### src/rtl/decode_arb_pkg.sv
// Shared constants and types for the decode round-robin arbiter.
// NUM_REQ requesters, IDX_W-bit grant index, two-state arbiter FSM.
package decode_arb_pkg;

    localparam int NUM_REQ = 4;
    localparam int IDX_W   = 2;

    typedef enum logic {
        IDLE  = 1'b0,
        GRANT = 1'b1
    } arb_state_t;

endpackage

### src/rtl/dec2to4_en.sv
// Combinational 2-to-4 active-high decoder with enable.
// Ports: s1,s0 select, en enable, d one-hot output (0 when en=0).
module dec2to4_en
    import decode_arb_pkg::*;
(
    input  logic               s1,
    input  logic               s0,
    input  logic               en,
    output logic [NUM_REQ-1:0] d
);

    always_comb begin
        d = '0;
        if (en) begin
            unique case ({s1, s0})
                2'b00:   d = 4'b0001;
                2'b01:   d = 4'b0010;
                2'b10:   d = 4'b0100;
                default: d = 4'b1000;
            endcase
        end
    end

endmodule

### src/rtl/decode_rr_arbiter.sv
// Round-robin arbiter driving a 2-to-4 decoded select resource.
// Ports: clk, rst_n (async low), req[3:0], done -> s1,s0, d[3:0],
// valid, timeout. Optional forced release after MAX_HOLD grant
// cycles when ARB_TIMEOUT_EN is defined; otherwise timeout is 0.
module decode_rr_arbiter
    import decode_arb_pkg::*;
#(
    parameter int MAX_HOLD = 16
) (
    input  logic               clk,
    input  logic               rst_n,
    input  logic [NUM_REQ-1:0] req,
    input  logic               done,
    output logic               s0,
    output logic               s1,
    output logic [NUM_REQ-1:0] d,
    output logic               valid,
    output logic               timeout
);

    arb_state_t       state;
    logic [IDX_W-1:0] ptr;
    logic [IDX_W-1:0] idx;
    logic [IDX_W-1:0] pick;
    logic             to_hit;
    logic             rel;

    // First set request at or above ptr, wrapping modulo 4.
    // Scanning offsets from high to low leaves the nearest one.
    always_comb begin
        logic [IDX_W-1:0] cand;
        pick = ptr;
        for (int k = NUM_REQ - 1; k >= 0; k--) begin
            cand = ptr + IDX_W'(k);
            if (req[cand]) pick = cand;
        end
    end

`ifdef ARB_TIMEOUT_EN
    localparam int CNT_W = $clog2(MAX_HOLD + 1);
    logic [CNT_W-1:0] hold_cnt;

    // hold_cnt is 0 in the first grant cycle, so reaching
    // MAX_HOLD-1 means valid has been high MAX_HOLD cycles.
    assign to_hit = (hold_cnt == CNT_W'(MAX_HOLD - 1));
`else
    assign to_hit = 1'b0;
`endif

    assign rel = done || !req[idx] || to_hit;

    always_ff @(posedge clk or negedge rst_n) begin
        if (!rst_n) begin
            state   <= IDLE;
            ptr     <= '0;
            idx     <= '0;
            valid   <= 1'b0;
            timeout <= 1'b0;
`ifdef ARB_TIMEOUT_EN
            hold_cnt <= '0;
`endif
        end else begin
            timeout <= 1'b0;
            unique case (state)
                IDLE: begin
                    if (req != '0) begin
                        state <= GRANT;
                        idx   <= pick;
                        valid <= 1'b1;
`ifdef ARB_TIMEOUT_EN
                        hold_cnt <= '0;
`endif
                    end
                end
                GRANT: begin
`ifdef ARB_TIMEOUT_EN
                    hold_cnt <= hold_cnt + 1'b1;
                    timeout  <= to_hit;
`endif
                    if (rel) begin
                        state <= IDLE;
                        valid <= 1'b0;
                        ptr   <= idx + 1'b1;
                    end
                end
                default: begin
                    state <= IDLE;
                    valid <= 1'b0;
                end
            endcase
        end
    end

    assign s0 = idx[0];
    assign s1 = idx[1];

    dec2to4_en u_dec (
        .s1 (s1),
        .s0 (s0),
        .en (valid),
        .d  (d)
    );

endmodule

### config.mk
export PLATFORM = sky130hd
export DESIGN_NAME = decode_rr_arbiter
export DESIGN_NICKNAME = d
export VERILOG_FILES = /design/src/rtl/decode_arb_pkg.sv /design/src/rtl/dec2to4_en.sv /design/src/rtl/decode_rr_arbiter.sv
export SDC_FILE = /design/constraint.sdc
export NUM_CORES = 1
export LEC_CHECK = 0
export CORE_AREA = 5 5 42 44
export CTS_CLUSTER_DIAMETER = 200
export DETAILED_ROUTE_END_ITERATION = 8
export DIE_AREA = 0 0 47 49
export GPL_TIMING_DRIVEN = 0
export SLEW_MARGIN = 20
export SYNTH_ARGS = -nofsm -noshare
export SYNTH_HDL_FRONTEND = slang
export SYNTH_SLANG_ARGS = --single-unit
### constraint.sdc
create_clock -name clk -period 1.8 [get_ports clk]
set_clock_uncertainty 0.2 [all_clocks]
set_input_delay 0.27 -clock clk [delete_from_list [all_inputs] [get_ports clk]]
set_output_delay 0.27 -clock clk [all_outputs]
set_load 0.1 [all_outputs]
==> results.json <==
{
  "ys_ff_latch": 6,
  "rows": 14,
  "path_max_fanout": 4,
  "critPathLaunchType": "flop",
  "grt_pass1_wl_um": 1840,
  "antenna_found_initial": 0,
  "final_layout_size_suffix_gt1_frac": 0.479,
  "synth_fp_nets": 59,
  "routed_wl_um": 1140,
  "crit_start": "idx[1]",
  "clk_pin_slew_worst_paths_ns": 0.05,
  "final_nets": 83,
  "n_antenna_cell": 0,
  "final_cell_mix": "6 x clkdlybuf4s50_1, 4 x nor2_1, 4 x buf_4, 4 x buf_12",
  "first_global_vias": 426,
  "synth-edff-count": 0,
  "die_area_um2": 2300,
  "max_freq_ghz": 0.551,
  "grt_max_degree": 7,
  "finalSetupViolCount": 3,
  "rsz0062_at_grt": "yes",
  "fp.dieH_um": 49,
  "outcome": "finished with violations",
  "syn2layout_area_growth_pct": 71.1,
  "synthArstFlopShare": 1.00,
  "fill_cells": 133,
  "maxSlewViolCount": 0,
  "cp.required_ns": 1.74,
  "worst_ep_arrival_time_ns": 1.75,
  "min_period_ns": 1.82,
  "portBuffers": 13,
  "syn_area_um2": 472,
  "path_cells": "buf_6 > buf_6 > or2_4 > o221ai_4 > mux2_4",
  "coreArea_um2": 1400,
  "post_drt_wl_per_cell_um": 13.1,
  "worst_path_most_repeated_cell": "buf_6",
  "timing.hold.ws_ns": 0.0570,
  "dpl.hpwl_um": 817,
  "finalWorstSetupSlack_ns": -0.0153,
  "cts.htree.levels": 1,
  "ant_nets": 0,
  "rr_worst_depth": 5,
  "hp-class": "primary input to asynchronous set/reset pin",
  "finalHoldViolCount": 0,
  "r2r-end": "ptr[0]",
  "yosys_warnings": 0,
  "dr.pass1.iters": 4,
  "dieWidth_um": 47,
  "violations": "setup timing",
  "via_per_inst": 5.15,
  "worstSetupEndpointType": "flop",
  "rrSetupSlack_ns": -0.02,
  "final_common_cell": "clkdlybuf4s50_1",
  "cts_tree": "yes",
  "globalRouteTotalUtil": 0.116,
  "syn_avg_cell_area_um2": 9.83,
  "cp_num_buf_inv": 2,
  "tightest_slew_ns": 0.546,
  "clk_latency_ns": 0.26,
  "drtIter0Drc": 2,
  "slew_headroom": 0.638,
  "final_util": 0.576,
  "drc_errors": 0,
  "cpPeakStageDelay_ns": 0.50,
  "initial_utilization": 0.337,
  "cts_buffers": 3,
  "cap_violations": 0,
  "slowest_stage": "dfrtp_4",
  "clkSinkCount": 6,
  "reg2reg_from": "idx[1]",
  "ioPinCount": 15,
  "num_vias": 448,
  "finalCritPeriodShare": 1.01,
  "place.gp.congestion": 0.746,
  "synth-main-ff-cell": "dfrtp_1",
  "crit_cells": 5,
  "crit_family": "flip-flops",
  "synthDistinctLibCells": 25,
  "overflow": 0,
  "synthCells": 48,
  "clock_path_buffers": 2,
  "seq_area_frac_synth": 0.318,
  "critPathKind": "flop to flop",
  "clock-root-buffer": "clkbuf_4",
  "critPathCapture": "ptr[0]"
}
## Yosys cell counts (2+ instances only)
master | number | area share
dfrtp_1 | 6 | 0.32
and2_1 | 4 | 0.053
ha_1 | 4 | 0.11
nor2_1 | 4 | 0.032
inv_1 | 3 | 0.024
nand2b_1 | 3 | 0.040
o21ai_0 | 3 | 0.032
mux2_4 | 2 | 0.064
mux2i_1 | 2 | 0.042
nor2b_1 | 2 | 0.027
## final cells by class
cell class                      instances  area, um2  area share
Clock buffer                            4       26.3      0.0326
Tap cell                               16       20.0      0.0248
Timing Repair Buffer                   19        230       0.285
Buffer                                  1       7.51     0.00930
Inverter                                3       13.8      0.0171
Sequential cell                         6        159       0.197
Multi-Input combinational cell         38        350       0.434
## flip-flops by register name, indices dropped and copies added (netlist names)
| register | count |
|---|---|
| ptr | 2 |
| idx | 2 |
| state | 1 |
| valid | 1 |
## layer usage
layer / vias up / share of wire / global-route usage
met5: - / 0 / 0
met4: 0 / 0.044 / 0.124
met3: 5 / 0.078 / 0.0332
met2: 21 / 0.49 / 0.163
met1: 202 / 0.39 / 0.125
li1: 220 / - / -
## per-stage QoR
step / std cells / instance area, um2 / TNS [ns] / worst slack, ns
finish: 87 / 807 / -0.0306 / -0.0153
global route: 87 / 807 / -0.245 / -0.0479
CTS: 85 / 762 / -0.0171 / -0.00922
detailed placement: 77 / 638 / -3.83 / -0.711
global placement: 77 / 638 / -3.69 / -0.684
floorplan: 48 / 488 / 0 / 0.00279
## how the worst min path moves through the flow
stage / startpoint / endpoint / slack, ns / cells past startpoint
after floorplan: rst_n / ptr[0] / -0.23 / 0
after global placement: rst_n / ptr[0] / 0.33 / 1
after detailed placement: rst_n / ptr[0] / 0.34 / 1
after CTS: rst_n / state / 0.07 / 1
after global routing: rst_n / state / 0.06 / 1
final: rst_n / state / 0.06 / 1
## logic make-up (layout without fill, tap and decap cells)
family,after synthesis,after routing,share of synthesized area
flip-flops,6,6,0.318
multiplexers,4,4,0.106
adder cells (fa/ha/maj),4,4,0.106
AO/OA/AOI/OAI,12,12,0.196
buffers and inverters,4,27,0.0398
AND/OR/NAND/NOR,17,17,0.225
other,1,1,0.00795
## what timing repair did
item,4_1_cts,5_1_grt
setup endpoints to repair,7,6
pin swaps,2,0
gates resized for setup,52,6
gates cloned,0,0
setup buffers,4,2
hold buffers,0,0
Power is not shown: default switching activity piles up to over one toggle a cycle in this logic, so the estimate is an artifact.
